`config.mk`:
```
export PLATFORM = sky130hd
export DESIGN_NAME = mul_radix4
export DESIGN_NICKNAME = d
export VERILOG_FILES = /design/src/rtl/mul_radix4.sv
export SDC_FILE = /design/constraint.sdc
export NUM_CORES = 1
export LEC_CHECK = 0
export BUFFER_PORTS_ARGS = -buffer_cell sky130_fd_sc_hd__buf_2
export CAP_MARGIN = 20
export CELL_PAD_IN_SITES_DETAIL_PLACEMENT = 0
export CELL_PAD_IN_SITES_GLOBAL_PLACEMENT = 1
export CORE_MARGIN = 1
export CORE_UTILIZATION = 35
export CTS_BUF_LIST = sky130_fd_sc_hd__clkbuf_16
export CTS_CLUSTER_SIZE = 8
export DETAILED_ROUTE_END_ITERATION = 16
export GPL_ROUTABILITY_DRIVEN = 0
export MAX_ROUTING_LAYER = met4
export PLACE_DENSITY_LB_ADDON = 0.1
export SYNTH_ARGS = -nofsm -noshare
export SYNTH_HDL_FRONTEND = slang
export SYNTH_SLANG_ARGS = --single-unit
```
`constraint.sdc`:
```
create_clock -name clk -period 5.85 [get_ports clk]
set_input_delay 0.585 -clock clk [delete_from_list [all_inputs] [get_ports clk]]
set_output_delay 0.585 -clock clk [all_outputs]
set_load 0.02 [all_outputs]
```
`src/rtl/mul_radix4.sv`:
```
// Sequential 32x32 multiplier: radix-4 Booth, one digit per cycle, LSB digit first.
// Signedness per operand, selectable high/low product word, valid/ready on both sides.
module mul_radix4 (
  input  logic        clk,
  input  logic        reset,
  input  logic        req_valid,
  output logic        req_ready,
  input  logic        req_in_1_signed,
  input  logic        req_in_2_signed,
  input  logic        req_out_sel,
  input  logic [31:0] req_in_1,
  input  logic [31:0] req_in_2,
  output logic        resp_valid,
  input  logic        resp_ready,
  output logic [31:0] resp_result
);

  typedef enum logic [1:0] {StIdle, StBusy, StDone} state_e;

  state_e      r_state;
  logic [4:0]  r_cnt;
  logic [65:0] r_acc;
  logic [65:0] r_mcand;
  logic [34:0] r_mplier;
  logic        r_sel;
  logic        r_req_ready;
  logic        r_resp_valid;
  logic [31:0] r_result;

  logic [32:0] w_mcand_ext;
  logic [32:0] w_mplier_ext;
  logic [65:0] w_pp;
  logic        w_neg;
  logic [65:0] w_acc_next;

  assign w_mcand_ext  = {req_in_1_signed & req_in_1[31], req_in_1};
  assign w_mplier_ext = {req_in_2_signed & req_in_2[31], req_in_2};

  // Booth digit from the low triplet of the multiplier shift register.
  always_comb begin
    w_pp  = 66'd0;
    w_neg = 1'b0;
    case (r_mplier[2:0])
      3'b001, 3'b010: w_pp = r_mcand;
      3'b011:         w_pp = {r_mcand[64:0], 1'b0};
      3'b100: begin
        w_pp  = {r_mcand[64:0], 1'b0};
        w_neg = 1'b1;
      end
      3'b101, 3'b110: begin
        w_pp  = r_mcand;
        w_neg = 1'b1;
      end
      default: ;
    endcase
  end

  assign w_acc_next = r_acc + (w_neg ? ~w_pp : w_pp) + {65'd0, w_neg};

  always_ff @(posedge clk or negedge reset) begin
    if (!reset) begin
      r_state      <= StIdle;
      r_cnt        <= 5'd0;
      r_acc        <= 66'd0;
      r_mcand      <= 66'd0;
      r_mplier     <= 35'd0;
      r_sel        <= 1'b0;
      r_req_ready  <= 1'b1;
      r_resp_valid <= 1'b0;
      r_result     <= 32'd0;
    end else begin
      unique case (r_state)
        StIdle: begin
          if (req_valid) begin
            r_mcand     <= {{33{w_mcand_ext[32]}}, w_mcand_ext};
            // Multiplier padded to 34 bits, plus the implicit zero below the LSB.
            r_mplier    <= {w_mplier_ext[32], w_mplier_ext, 1'b0};
            r_sel       <= req_out_sel;
            r_acc       <= 66'd0;
            r_cnt       <= 5'd16;
            r_req_ready <= 1'b0;
            r_state     <= StBusy;
          end
        end
        StBusy: begin
          r_acc    <= w_acc_next;
          r_mcand  <= {r_mcand[63:0], 2'b00};
          r_mplier <= {{2{r_mplier[34]}}, r_mplier[34:2]};
          r_cnt    <= r_cnt - 5'd1;
          if (r_cnt == 5'd0) begin
            r_result     <= r_sel ? w_acc_next[63:32] : w_acc_next[31:0];
            r_resp_valid <= 1'b1;
            r_state      <= StDone;
          end
        end
        StDone: begin
          if (resp_ready) begin
            r_resp_valid <= 1'b0;
            r_req_ready  <= 1'b1;
            r_state      <= StIdle;
          end
        end
        default: r_state <= StIdle;
      endcase
    end
  end

  assign req_ready   = r_req_ready;
  assign resp_valid  = r_resp_valid;
  assign resp_result = r_result;

endmodule

```
Word-level counts from Yosys, hierarchy flattened
Index checks and enable logic that the tools add are counted.
W data, S select, Z words.

word-level totals
  bits of input ports = 71
  bits in registers = 209
  ROM bits = 0
  memories = 0
  bits in latches = 0
  memory bits (writable) = 0

operators by class
  shift operators = 0
  $add $sub $neg = 3
  divide/modulo/power cells = 0
  mux-type cells = 22
  bitwise operators = 4
  multiply operators = 0
  equality and inequality tests = 11
  reductions and logical operators = 15
  order comparisons = 0

operators with widths
  operator               count
  $pmux W66 S2           3
  $mux W66               3
  $pmux W35 S2           1
  $add A66 B1 Y66        1
  $add A66 B66 Y66       1
  $not A66 Y66           1
  $mux W35               1
  $mux W32               1
  $reduce_and A3 Y1      4
  $pmux W5 S2            1
  $eq A3 B3 Y1 const B   3
  $eq A3 B2 Y1 const B   2
  $mux W2                3
  $ne A2 B2 Y1 const B   3
  $pmux W2 S3            1
  $reduce_and A2 Y1      3
  $reduce_bool A2 Y1     3
  $logic_not A5 Y1       1
  $mux W1                5
  $mux W5                1
  $sub A5 B1 Y5 const B  1
  $pmux W1 S2            2
  $reduce_or A4 Y1       1
  $eq A3 B1 Y1 const B   1
  7 further kinds        8

Depth between registers and ports, before layout
Gate-level depths: netlist of run 1.

  word-level depth = 8
  mapped depth = 18
  depth with buffers taken out = 16

Least setup slack after synthesis of run 1
Ideal clock, no wire load.

  path kind = flip-flop to flip-flop
  start = register r_mplier[2]
  end = register r_result[23] (netlist: resp_result[23])
  stages on the path, launching flop included = 17
  arrival time = 3.926 ns
  buffers on the path = 3
  slack = 1.798 ns
  path through = dfrtp_1 -> clkbuf_1 -> buf_1 -> xor2_1 -> a22oi_1 -> o21ai_0 -> ha_1 -> buf_4 -> nand4_2 -> or3_1 -> or4_1 -> o32a_2 -> a31oi_4 -> a32o_2 -> o21ai_2 -> o31a_1 -> a221o_1

on the way
  word-level cells in the longest chain between the ends = 8

RTL lines
  what                                                            line  source
  start: declaration                                              24    logic [34:0] r_mplier;
  start signal: assignment                                        77    r_mplier <= {w_mplier_ext[32], w_mplier_ext, 1'b0};
  start signal: assignment                                        88    r_mplier <= {{2{r_mplier[34]}}, r_mplier[34:2]};
  $eq A3 B3 Y1 (tied with other cells)                            43    case (r_mplier[2:0])
  $reduce_or A4 Y1 (no line) or $reduce_or A2 Y1 (tied branches)  -
  $pmux W66 S2                                                    43
  $not A66 Y66                                                    58    assign w_acc_next = r_acc + (w_neg ? ~w_pp : w_pp) + {65'd0, w_neg};
  $mux W66                                                        58
  $add A66 B66 Y66                                                58
  $add A66 B1 Y66 *                                               58
  $mux W32 *                                                      91    r_result <= r_sel ? w_acc_next[63:32] : w_acc_next[31:0];
  end signal: assignment                                          91
  end: declaration                                                28    logic [31:0] r_result;

Every way passes the cells marked *; elsewhere a longest branch is shown, timed or not.
A chain may end at the register's enable or synchronous reset.

Worst setup path in the final report of run 1
Same ends and word-level chain as after synthesis.

==> metrics.csv, run 1 <==
metric,value,unit
status,completed,
clk_skew,16.1,ps
number of global-route vias before repair,12300,
port buffer count,104,
share of layout cells above drive strength 1,11.3,%
"Arr. time, crit path",5410,ps
Total Neg Setup Slack,0,ps
mean area per synthesized cell,8.35,um^2
"CTS clk-pin slew, worst paths",60,ps
detailed-route wire length per cell,22.2,um
H-tree Lvls,1,
Die Wd,203,um
cell taking the most area after synthesis,dfrtp_1,
Max-slew headroom,29.1,%
critical path peak fanout,40,
final WL,50000,um
area grow syn2layout,12.2,%
Core Area,39700,um^2
Final min period,4960,ps
post-synthesis sequential area ratio,36.4,%
# IOs,105,
Cell variety after synth,82,
post-synthesis cell count,1687,
synth warn,0,
share of the clock period used by the worst path,84.7,%
DRC viols,0,
DRT iter0 DRCs,1016,
synth top area cells,"dfrtp_1 (36%), nand2_1 (7.1%), a22oi_1 (6.7%)",
starting density of the core,35.5,%
"Clk Latency, worst-skew pair",560,ps
Die Span Y,203,um
Final Core Density,39.8,%
FP Rows,73,
CTS Sinks,205,
first-pass detailed-route iteration total,7,
CP Capture Type,register,
Synth async-reset ratio,100,%
startpoint types,register,
first-pass GRT wire length,77300,um
RSZ-0062 raised after global routing,no,
synth cell count leaders,"nand2_1 (267), dfrtp_1 (204), o21ai_0 (168)",
via density per instance,5.73,
worst slew pin tran,1060,ps
number of CTS-inserted buffers,29,
most frequent cell after synthesis,nand2_1,
number of synthesized flops with an enable pin,0,
Synth top area share,36.2,%
max cap viols,0,
# setup viols final,0,
Synth Net Count,1829,
Final Hold Vio Count,0,
fin nets,1856,
CTS tree,built,
gr ovfl total,0,
GRT Total Usage,25.0,%
Yosys reg bits,205,
fin. max-slew vios,0,
Post-synth top flop,dfrtp_1,
initial antenna violation count,1,
HPWL after DPL,35200,um
deepest clock path buffer count,3,
Setup Crit Path Kind,reg2reg,
mapped cell area,14100,um^2
post-CTS sizing,0,
Post-DRT Antenna Nets,0,
vias,12900,
hold crit path type,in2reg,
fmax,202,MHz
pin count of the biggest net entering global routing,144,
Die ar.,41100,um^2
clock root buffer,clkbuf_16,
data required time of the worst path,6300,ps
## sequential cells by signal (all words and copies together) (netlist names)
signal,flops
resp_valid,1
r_state,2
resp_result,32
r_cnt,5
r_mplier,35
r_sel,1
r_mcand,64
req_ready,1
r_acc,64
## logic make-up (layout without fill, tap and decap cells)
logic type	Yosys count	in the layout	share of synthesized area (%)
fa+ha+maj	71	71	6.36
buf+inv	152	193	4.20
mux	12	12	0.888
flops	205	205	36.4
compound gates	559	559	26.4
simple gates	568	568	18.3
xor+xnor	120	120	7.46
other cells	0	1	0
## through the flow
stage	instance area, um^2	setup slack [ps]	hold WS, ps	std cells
final	15800	894	224	2254
after global routing	15800	542	219	2254
after CTS	15800	940	205	2252
after detailed placement	15000	943	458	2206
after global placement	15000	949	449	2206
after floorplan	14100	1800	289	1687
## critical path, cell delays in order, from the launching register on
cell     delay, ps
dfrtp_4        460
inv_1          110
or3_1          610
buf_4          450
o21ai_0        200
ha_1           470
nand2_1        160
or3_1          450
or4_1          520
o32a_2         270
a31oi_4        240
a32o_2         350
o21ai_2         70
o31a_1         140
a221o_1        320
## cells in the final DEF, fill, tap and decap left out, types with 4 or more instances in the layout
cell       instances
a221o_1            5
nand2b_1           4
o31a_1             4
o21bai_1          10
inv_1             39
o31ai_1            8
o21ai_0          168
a211oi_1           8
xor2_1            85
o211ai_1           4
and4_1             5
a22o_1             6
mux2_2             4
a21o_1            51
nand2_1          267
o21a_1            13
xnor2_1           34
dfrtp_1          203
a211o_1            4
nor4_1             5
a22oi_1          126
a31o_2             4
nor2_1            57
buf_2            103
clkbuf_16         29
a21boi_0           4
a21oi_1           94
nand3_1          137
nor3_1            21
a31oi_1           11
or3_1              6
nand4_1           22
mux2i_1            8
buf_4             15
ha_1              70
and3_1            13
## final cells by class
| type | count | area [um^2] |
|---|---|---|
| sequential | 205 | 5130 |
| antenna | 1 | 2.50 |
| clock inverter | 16 | 65.1 |
| multi-input combinational | 1330 | 8430 |
| clock buffer | 29 | 726 |
| tap | 525 | 657 |
| timing repair buffer | 122 | 701 |
| fill | 4092 | 23900 |
| inverter | 26 | 97.6 |
## what timing repair did
action | 4_1_cts | 5_1_grt
endpoints found under the hold margin | 30 | 0
setup buffers | 0 | 0
hold buffers | 1 | 0
## metal layers
| layer | global-route usage (%) | vias up | wire length [um] |
|---|---|---|---|
| met3 | 2.42 | 44 | 2230 |
| met5 | - | - | 0 |
| met2 | 35.4 | 336 | 21200 |
| met1 | 38.2 | 6339 | 25900 |
| met4 | 4.62 | 0 | 711 |
| li1 | - | 6194 | - |
## path summary, 6_finish.rpt
kind	slack, ps	startpoint	to	cells after the start
max	890	r_mplier[2]	resp_result[23]	14
min	220	req_in_1[0]	r_mcand[0]	3
max reg2reg	890	r_mplier[2]	resp_result[23]	14
min reg2reg	460	resp_result[2]	resp_result[2]	2
max in group asynchronous	3950	reset	r_mplier[2]	3
min in group asynchronous	540	reset	r_sel	2
Power of run 1 is not shown: default switching activity piles up to over one toggle a cycle in this logic, so the estimate is an artifact.
==> run 2, diff against run 1 <==
==> constraint.sdc (replaced) <==
create_clock -name clk -period 5.07 [get_ports clk]
set_input_delay 0.507 -clock clk [delete_from_list [all_inputs] [get_ports clk]]
set_output_delay 0.507 -clock clk [all_outputs]
set_load 0.02 [all_outputs]
==> metrics.csv, run 2 (synthesized netlist as in run 1, its figures left out) <==
metric,value,unit,change
"CTS clk-pin slew, worst paths",50,ps,about the same
Hold Crit Start,req_in_1[0],,
fin. max-slew vios,0,,unchanged
DRT iter0 DRCs,1038,,+2.2%
first-pass GRT wire length,76400,um,-1.1%
CP Capture Type,register,,
Setup Crit Path Kind,reg2reg,,
deepest clock path buffer count,3,,unchanged
share of layout cells above drive strength 1,12.3,%,+1.1 points
number of CTS-inserted buffers,30,,+3.4%
Worst Hold Path EP,r_mcand[0],,
Die Span Y,203,um,unchanged
"most used cell, CP",buf_4,,
number of global-route vias before repair,12600,,+2.5%
detailed-route wire length per cell,21.8,um,-1.8%
reg-to-reg endpoint,resp_result[28],,
worst slew pin tran,1000,ps,-62.1 ps
final WL,49400,um,-1.2%
via density per instance,5.73,,about the same
Total Neg Setup Slack,0,ps,unchanged
CTS tree,built,,
H-tree Lvls,1,,unchanged
Final Hold Vio Count,0,,unchanged
crit-path cells,or3_1 -> buf_4 -> o21ai_0 -> buf_4 -> ha_1 -> a21oi_1 -> o211ai_1 -> a21oi_1 -> a31o_2 -> o31ai_1 -> buf_4 -> a31o_2 -> and3_1 -> o21ai_1 -> mux2_2 -> o211a_1,,
fillers,4107,,+0.37%
reg2reg start,r_mplier[1],,
largest stage delay on the critical path,570,ps,-40 ps
max cap viols,0,,unchanged
gr ovfl total,0,,unchanged
critical path peak fanout,13,,-68%
status,completed,,
port buffer count,104,,unchanged
Max-slew headroom,33.1,%,+4.0 points
fmax,216,MHz,+7.3%
pin count of the biggest net entering global routing,115,,-20%
CP max-delay cell,or3_1,,
share of the clock period used by the worst path,91.1,%,+6.4 points
Die ar.,41100,um^2,unchanged
# setup viols final,0,,unchanged
fin nets,1876,,+1.1%
HPWL after DPL,35800,um,+1.5%
hold path cells,3,,unchanged
GRT Total Usage,24.7,%,-0.27 points
area grow syn2layout,13.4,%,
startpoint types,register,,
hold crit path type,in2reg,,
r2r setup slk,450,ps,-440 ps
starting density of the core,35.5,%,unchanged
DRC viols,0,,unchanged
"commonest non-fill, non-tap cell in the layout",nand2_1,,
Cells after DPL,2226,,+0.91%
"Arr. time, crit path",5080,ps,-330 ps
clk_skew,17.7,ps,+1.66 ps
FP Rows,73,,unchanged
Hold WS,152,ps,-71.3 ps
"Clk Latency, worst-skew pair",570,ps,about the same
vias,13000,,+0.67%
CTS Sinks,205,,unchanged
Post-DRT Antenna Nets,0,,unchanged
# IOs,105,,unchanged
Core Area,39700,um^2,unchanged
FF-to-FF path depth,16,,+2
initial antenna violation count,2,,+1
Non-Filler Instances,2268,,+0.62%
clock root buffer,clkbuf_16,,
"commonest cells after routing, fill and taps aside","nand2_1 (267), dfrtp_1 (203), o21ai_0 (167)",,
Die Wd,203,um,unchanged
data required time of the worst path,5530,ps,-770 ps
first-pass detailed-route iteration total,5,,-2
Top Registers,"r_acc: 64 flops, r_mcand: 64 flops, r_mplier: 35 flops",,
RSZ-0062 raised after global routing,no,,
Final min period,4620,ps,-336 ps
==> run 2: worst max-delay path: cells and delay by family (launching register included) <==
kind                     cells  cell delay (ps)
AO/OA/AOI/OAI                9             1940
AND/OR/NAND/NOR              2              820
buffers and inverters        3              620
flip-flops                   1              480
multiplexers                 1              380
adder cells (fa/ha/maj)      1              300
==> run 2: cell type report <==
type	count	area, um^2	area share, %
diodes	2	5.00	0.0313
clock buffers	31	776	4.86
clock inverters	8	56.3	0.352
inverters	26	97.6	0.611
multi-input cells	1330	8430	52.7
flip-flops and latches	205	5130	32.1
well taps	525	657	4.11
repair buffers	141	823	5.15
==> run 2: worst max-delay path by stage <==
stage	start	to	depth (start not counted)
final	r_mplier[1]	resp_result[28]	16
after global routing	r_mplier[0]	resp_result[22]	15
after CTS	r_mplier[1]	resp_result[22]	14
after detailed placement	r_mplier[1]	r_acc[58]	14
after global placement	r_mplier[2]	resp_result[28]	16
after floorplan	r_mplier[2]	resp_result[23]	16
==> run 2: repair_timing <==
item | in CTS | in global routing
hold endpoints to repair | 70 | 0
gates resized for setup | 0 | 1
setup buffers | 0 | 0
hold buffers | 1 | 0
endpoints found under the setup margin | 0 | 2
==> run 2: through the flow <==
step,worst slack (ps),instance area [um^2],util [%]
6_report,450,16000,40.2
5_1_grt,55.2,16000,40.2
4_1_cts,477,16000,40.2
3_5_place_dp,468,15100,38.1
3_3_place_gp,554,15100,38.1
2_1_floorplan,1020,14100,-
==> run 2: routing by layer <==
metal	global-route usage [%]	share of wire [%]	up-vias
met1	36.5	50	6396
met5	-	0	-
met2	34.3	42	342
li1	-	-	6202
met3	3.68	5.4	60
met4	7.55	2.8	0
Power of run 2 is left out for the same reason.
